File: config.mk
export PLATFORM = sky130hd
export DESIGN_NAME = comp_acc_avg_flat
export DESIGN_NICKNAME = d
export VERILOG_FILES = /design/src/rtl/comp_acc_avg_if.sv /design/src/rtl/comp_acc_avg.sv /design/src/flat_wrapper.sv
export SDC_FILE = /design/constraint.sdc
export NUM_CORES = 1
export LEC_CHECK = 0
export CAP_MARGIN = 20
export CORE_MARGIN = 2
export CORE_UTILIZATION = 45
export DETAILED_ROUTE_END_ITERATION = 10
export PLACE_DENSITY = 0.72
export SYNTH_ARGS = -nofsm -noshare
export SYNTH_HDL_FRONTEND = slang
export SYNTH_SLANG_ARGS = --single-unit
export TNS_END_PERCENT = 20
File: constraint.sdc
create_clock -name clk -period 5.8 [get_ports clk]
set_clock_uncertainty 0.15 [all_clocks]
set_input_delay 0.58 -clock clk [delete_from_list [all_inputs] [get_ports clk]]
set_output_delay 0.58 -clock clk [all_outputs]
set_load 0.01 [all_outputs]
File: src/rtl/comp_acc_avg_if.sv
// Sample-stream in / frame-result out bundle for comp_acc_avg.
// The master is the upstream source that feeds samples and reads the frame results.
interface comp_acc_avg_if #(
   parameter int DW    = 8,
   parameter int LOG2N = 3
);
   localparam int SW = DW + LOG2N;

   logic          clr;
   logic          din_vld;
   logic [DW-1:0] din;
   logic [SW-1:0] sum;
   logic [DW-1:0] mean;
   logic          dout_vld;
   logic          busy;

   modport master (output clr, din_vld, din, input sum, mean, dout_vld, busy);
   modport slave  (input clr, din_vld, din, output sum, mean, dout_vld, busy);
endinterface

File: src/rtl/comp_acc_avg.sv
// Frame accumulator: sums 2^LOG2N two's-complement samples and emits the full-precision sum
// together with the floor mean (arithmetic shift), qualified by a one-cycle done pulse.
module comp_acc_avg #(
   parameter int DW    = 8,
   parameter int LOG2N = 3,
   localparam int SW   = DW + LOG2N
) (
   input logic            clk,
   input logic            rst,
   comp_acc_avg_if.slave  bus
);
   localparam logic [LOG2N-1:0] LAST = '1;

   logic signed [SW-1:0] acc;
   logic        [LOG2N-1:0] cnt;
   logic signed [SW-1:0] sum_q;
   logic        [DW-1:0] mean_q;
   logic                 dout_vld_q;
   logic signed [SW-1:0] din_ext;
   logic signed [SW-1:0] total;

   // 0x80 stays -128; sign extension alone gives the converter's "-0" its intended value.
   assign din_ext = {{LOG2N{bus.din[DW-1]}}, bus.din};
   assign total   = acc + din_ext;

   always_ff @(posedge clk or posedge rst) begin
      if (rst) begin
         acc        <= '0;
         cnt        <= '0;
         sum_q      <= '0;
         mean_q     <= '0;
         dout_vld_q <= 1'b0;
      end else begin
         dout_vld_q <= 1'b0;
         if (bus.clr) begin
            acc <= '0;
            cnt <= '0;
         end else if (bus.din_vld) begin
            if (cnt == LAST) begin
               sum_q      <= total;
               mean_q     <= total[SW-1:LOG2N];
               dout_vld_q <= 1'b1;
               acc        <= '0;
               cnt        <= '0;
            end else begin
               acc <= total;
               cnt <= cnt + LOG2N'(1);
            end
         end
      end
   end

   assign bus.sum      = sum_q;
   assign bus.mean     = mean_q;
   assign bus.dout_vld = dout_vld_q;
   assign bus.busy     = (cnt != '0);
endmodule

File: src/flat_wrapper.sv
// flat-port wrapper written by rule: the top's interface ports become plain ports
module comp_acc_avg_flat 
#(
   parameter int DW    = 8,
   parameter int LOG2N = 3,
   localparam int SW   = DW + LOG2N
)
  (clk, rst, bus_clr, bus_din_vld, bus_din, bus_sum, bus_mean, bus_dout_vld, bus_busy);
  comp_acc_avg_if #(.DW(DW), .LOG2N(LOG2N)) bus_i ();
  input logic clk;
  input logic rst;
  input wire logic [$bits(bus_i.clr)-1:0] bus_clr;
  input wire logic [$bits(bus_i.din_vld)-1:0] bus_din_vld;
  input wire logic [$bits(bus_i.din)-1:0] bus_din;
  output wire logic [$bits(bus_i.sum)-1:0] bus_sum;
  output wire logic [$bits(bus_i.mean)-1:0] bus_mean;
  output wire logic [$bits(bus_i.dout_vld)-1:0] bus_dout_vld;
  output wire logic [$bits(bus_i.busy)-1:0] bus_busy;
  assign bus_i.clr = bus_clr;
  assign bus_i.din_vld = bus_din_vld;
  assign bus_i.din = bus_din;
  assign bus_sum = bus_i.sum;
  assign bus_mean = bus_i.mean;
  assign bus_dout_vld = bus_i.dout_vld;
  assign bus_busy = bus_i.busy;
  comp_acc_avg #(.DW(DW), .LOG2N(LOG2N)) u_core (.clk(clk), .rst(rst), .bus(bus_i));
endmodule
**After elaboration in Yosys (flattened, before gate mapping)**

Index checks and enable logic that the tools add are counted.

- Register bits after elaboration: 34
- Input bits: 12
- Output and inout port bits: 21

- Add/sub/neg operators: 2
- Eq/ne operators: 1
- Multiplexer cells: 9
- Bitwise operators: 1
- Reductions and logical operators: 3

Operators by type and width:

| cell | number |
|---|---|
| $mux W11 | 3 |
| $add A11 B8 Y11 | 1 |
| $mux W3 | 3 |
| $add A3 B1 Y3 const B | 1 |
| $eq A3 B3 Y1 const B | 1 |
| $mux W1 | 3 |
| $reduce_and A3 Y1 | 1 |
| $reduce_bool A3 Y1 | 1 |
| $reduce_bool A2 Y1 | 1 |
| $not A1 Y1 | 1 |

**Depth between registers and ports, before layout**

- Depth in word-level cells: 4
- Gate-level depth with buffers: 8
- Gate-level depth less buffers: 8

**Worst setup path after synthesis**

OpenSTA, ideal clock, no wires.

- Path type: input to register
- Start point: in bus_din[0]
- End point: reg u_core.mean_q[5], in the netlist u_core.bus.mean[5]
- Library setup time: 0.125 ns
- Arrival: 2.088 ns
- Data required time: 5.525 ns
- Path slack: 3.437 ns
- Stages on the path: 8
- Path buffers: 0
- Cells stage by stage: ha_1 -> fa_1 -> a21o_1 -> nand4_1 -> nand2_1 -> a31oi_1 -> xnor2_1 -> mux2_2

- Cells in the longest elaborated chain, start to end: 1

Ends and longest elaborated chain:

| element | line | text |
|---|---|---|
| from (decl) | flat_wrapper.sv:14 | `input wire logic [$bits(bus_i.din)-1:0] bus_din;` |
| $add A11 B8 Y11 | comp_acc_avg.sv:24 | `assign total = acc + din_ext;` |
| to (signal assigned) | comp_acc_avg.sv:41 | `mean_q <= total[SW-1:LOG2N];` |
| to (decl) | comp_acc_avg.sv:17 | `logic [DW-1:0] mean_q;` |

Every way passes these cells.
A chain may end at the register's enable or synchronous reset.

**Final worst setup path**

- Start point: in bus_din[7]
- End point: reg u_core.acc[10]

- Cells in the longest elaborated chain, start to end: 4

Ends and longest elaborated chain:

| element | line | text |
|---|---|---|
| $add A11 B8 Y11 | comp_acc_avg.sv:24 |  |
| $mux W11 | comp_acc_avg.sv:39 | `if (cnt == LAST) begin` |
| $mux W11 | comp_acc_avg.sv:38 | `end else if (bus.din_vld) begin` |
| $mux W11 | comp_acc_avg.sv:35 | `if (bus.clr) begin` |
| to (signal assigned) | comp_acc_avg.sv:46 | `acc <= total;` |
| to (decl) | comp_acc_avg.sv:14 | `logic signed [SW-1:0] acc;` |

Every way passes these cells. The select of a mux whose other input is x is not followed.

==> impl_metrics.sql <==
INSERT INTO impl_metrics (metric_group, metric, value, unit) VALUES
('outcome', 'run_status', 'finished, final reports clean', ''),
('finish', 'finalNetCount', '205', ''),
('finish', 'drive_above_1_share', '0.05618', ''),
('timing', 'worst_slew_margin_rel', '0.4436', ''),
('drt', 'drt_first_pass_iters', '6', ''),
('finish', 'most_common_cell_after_layout_fill_and_taps_aside', 'clkdlybuf4s50_1', ''),
('drt', 'drc', '0', ''),
('floorplan', 'fp.dieArea', '3859', 'um2'),
('floorplan', 'fp.dieH', '62.12', 'um'),
('clocking', 'cts-root-buf', 'clkbuf_4', ''),
('placed_design', 'gp_congestion', '0.7898', ''),
('grt', 'antenna_found_initial', '0', ''),
('clocking', 'cts_made_buffers', '3', ''),
('finish', 'syn_to_final_growth', '23.29', '%'),
('power', 'finalPower', '436.0', 'uW'),
('drt', 'routed_via_density', '5.388', ''),
('clocking', 'clockBufferDepth', '2', ''),
('drt', 'drt.antenna.violating_nets', '0', ''),
('timing', 'hold_slack', '0.3414', 'ns'),
('power', 'leakagePower', '0.0008960', 'uW'),
('critical_path', 'slowest_stage', 'clkdlybuf4s50_1', ''),
('floorplan', 'initial_cell_density_of_the_core', '0.4629', ''),
('floorplan', 'placementRows', '21', ''),
('grt', 'grt_pass1_wl', '5257', 'um'),
('grt', 'vias_in_the_first_global_route', '1164', ''),
('timing', 'setup_viol', '0', ''),
('grt', 'gr-usage-all-layers', '0.1722', ''),
('synthesis', 'dominantRegCellSynth', 'dfrtp_1', ''),
('synthesis', 'synth-async-reset-ratio', '1.000', ''),
('finish', 'layout.filler_cells', '288', ''),
('synthesis', 'ys_seq_area_frac', '0.4280', ''),
('placed_design', 'post_dp_cell_area', '1810', 'um2'),
('placed_design', 'port-buffer-count', '32', ''),
('floorplan', 'die_x', '62.12', 'um'),
('clocking', 'cts_tree', 'done', ''),
('timing', 'post-route-period-util', '0.4700', ''),
('clocking', 'clk_latency', '0.33', 'ns'),
('clocking', 'cts_post_setup_buffers_inserted', '0', ''),
('clocking', 'clock_sinks', '26', ''),
('synthesis', 'netlist_instances', '154', ''),
('critical_path', 'worstPathMaxFanout', '7', ''),
('synthesis', 'post_synth.cell_area_avg', '9.871', 'um2'),
('synthesis', 'post_synth_instance_area', '1520', 'um2'),
('clocking', 'h-tree-depth', '1', ''),
('critical_path', 'crit_path_end_kind', 'register', ''),
('critical_path', 'path_cells', 'clkdlybuf4s50_1 > ha_1 > a21oi_4 > a21oi_1 > or3_1 > a211o_1 > o221a_1 > nor2_1', ''),
('critical_path', 'path_buf_inv', '1', ''),
('critical_path', 'start_kind', 'input pin', ''),
('finish', 'finalInstanceArea', '1874', 'um2'),
('power', 'vdd_ir_drop_max', '0.09762', 'mV'),
('clocking', 'postCtsHoldBufs', '0', ''),
('critical_path', 'crit_type', 'input pin to register', ''),
('hold_path', 'min-delay-path-class', 'register to register', ''),
('timing', 'totalNegativeSetupSlack', '0', 'ns'),
('critical_path', 'critical_path.max_stage_delay', '0.54', 'ns'),
('clocking', 'path_clk_slew', '0.14', 'ns'),
('grt', 'routing_usage_on_met1', '0.2063', ''),
('critical_path', 'cp.arrival', '2.85', 'ns'),
('timing', 'achievable-frequency', '0.3669', 'GHz'),
('drt', 'drt_first_iter_violations', '63', ''),
('synthesis', 'synth_edf_count', '0', ''),
('finish', 'most-common-layout-cells', 'clkdlybuf4s50_1 (32), dfrtp_1 (26), nand2_1 (23)', ''),
('timing', 'final_max_slew_viol_count', '0', ''),
('power', 'p_per_area', '232.6', 'nW/um2'),
('critical_path', 'critical_path.top_delay_family', 'compound AO/OA/AOI/OAI gates', ''),
('job', 'maxCapViolCount', '0', ''),
('finish', 'n_antenna_cell', '0', ''),
('synthesis', 'postSynthRegisterBits', '26', ''),
('timing', 'max_slew.worst_pin.slew', '0.8316', 'ns'),
('grt', 'grt_max_degree', '27', ''),
('synthesis', 'yosys.cell_types.count', '37', '');
## worst min-delay path, cell delays in order, from the launching register on
cell and delay (ns):
dfrtp_1 0.37, nand2_1 0.05, nand2_1 0.05
## where the power goes
part,internal [uW],switching (uW)
Sequential,196,10.8
Clock,38.4,55.6
Combinational,63.3,72.1
## state kept, by name, summed over array words and instances (netlist names)
| name | cells |
|---|---|
| u_core.bus.dout_vld | 1 |
| u_core.cnt | 3 |
| u_core.acc | 11 |
| u_core.bus.mean | 7 |
| u_core.bus.sum | 4 |
## routing by layer
layer | wire length (um) | part of all wire
met2 | 1552 | 0.50
met3 | 101 | 0.032
met4 | 84 | 0.027
met1 | 1374 | 0.44
met5 | 0 | 0
## cell families after synthesis
| group | count (synthesis) | synth area share |
|---|---|---|
| AOI/OAI and AO/OA | 45 | 0.1926 |
| and+or+nand+nor | 38 | 0.1144 |
| DFF | 26 | 0.4280 |
| buffers and inverters | 19 | 0.07242 |
| adders and majority gates | 14 | 0.1202 |
| xor gates and xnor gates | 9 | 0.05185 |
| muxes | 3 | 0.02058 |
## final timing paths
path                                          startpoint                        endpoint  slack [ns]  cells past startpoint
min in group asynchronous                            rst  u_core.bus.mean[3]$_DFFE_PP0P_        0.38                      2
max in group asynchronous                            rst       u_core.cnt[0]$_DFFE_PP0P_        4.68                      3
hold reg to reg            u_core.bus.sum[1]$_DFFE_PP0P_   u_core.bus.sum[1]$_DFFE_PP0P_        0.34                      2
setup / recovery                              bus_din[7]      u_core.acc[10]$_DFFE_PP0P_        3.07                      8
setup reg to reg               u_core.acc[0]$_DFFE_PP0P_  u_core.bus.mean[5]$_DFFE_PP0P_        3.51                      8
hold / removal             u_core.bus.sum[1]$_DFFE_PP0P_   u_core.bus.sum[1]$_DFFE_PP0P_        0.34                      2
## per-stage QoR
stage / cells / setup WS (ns) / utilization
finish: 224 / 3.074 / 0.5707
CTS: 223 / 3.114 / 0.5623
floorplan: 154 / 3.437 / -
global placement: 219 / 2.857 / 0.5512
global route: 224 / 2.978 / 0.5707
detailed placement: 219 / 2.754 / 0.5512
## Yosys cell counts (4+ instances only)
| cell | count | area [um2] |
|---|---|---|
| a21oi_1 | 6 | 30.03 |
| xnor2_1 | 6 | 52.55 |
| inv_1 | 6 | 22.52 |
| ha_1 | 13 | 162.7 |
| dfrtp_1 | 26 | 650.6 |
| nand2_1 | 23 | 86.33 |
| buf_4 | 8 | 60.06 |
| a31oi_1 | 4 | 25.02 |
| nor2_1 | 5 | 18.77 |
| o21ai_0 | 17 | 85.08 |
| a21o_1 | 6 | 45.04 |
## layout make-up
cell class	count	area, um2	area share
Multi-Input combinational cell	109	759.5	0.4052
Inverter	6	22.52	0.01202
Timing Repair Buffer	33	347.8	0.1856
Sequential cell	26	650.6	0.3471
Clock buffer	4	36.28	0.01936
Tap cell	46	57.56	0.03071
Power figures use the tool's default switching activity.
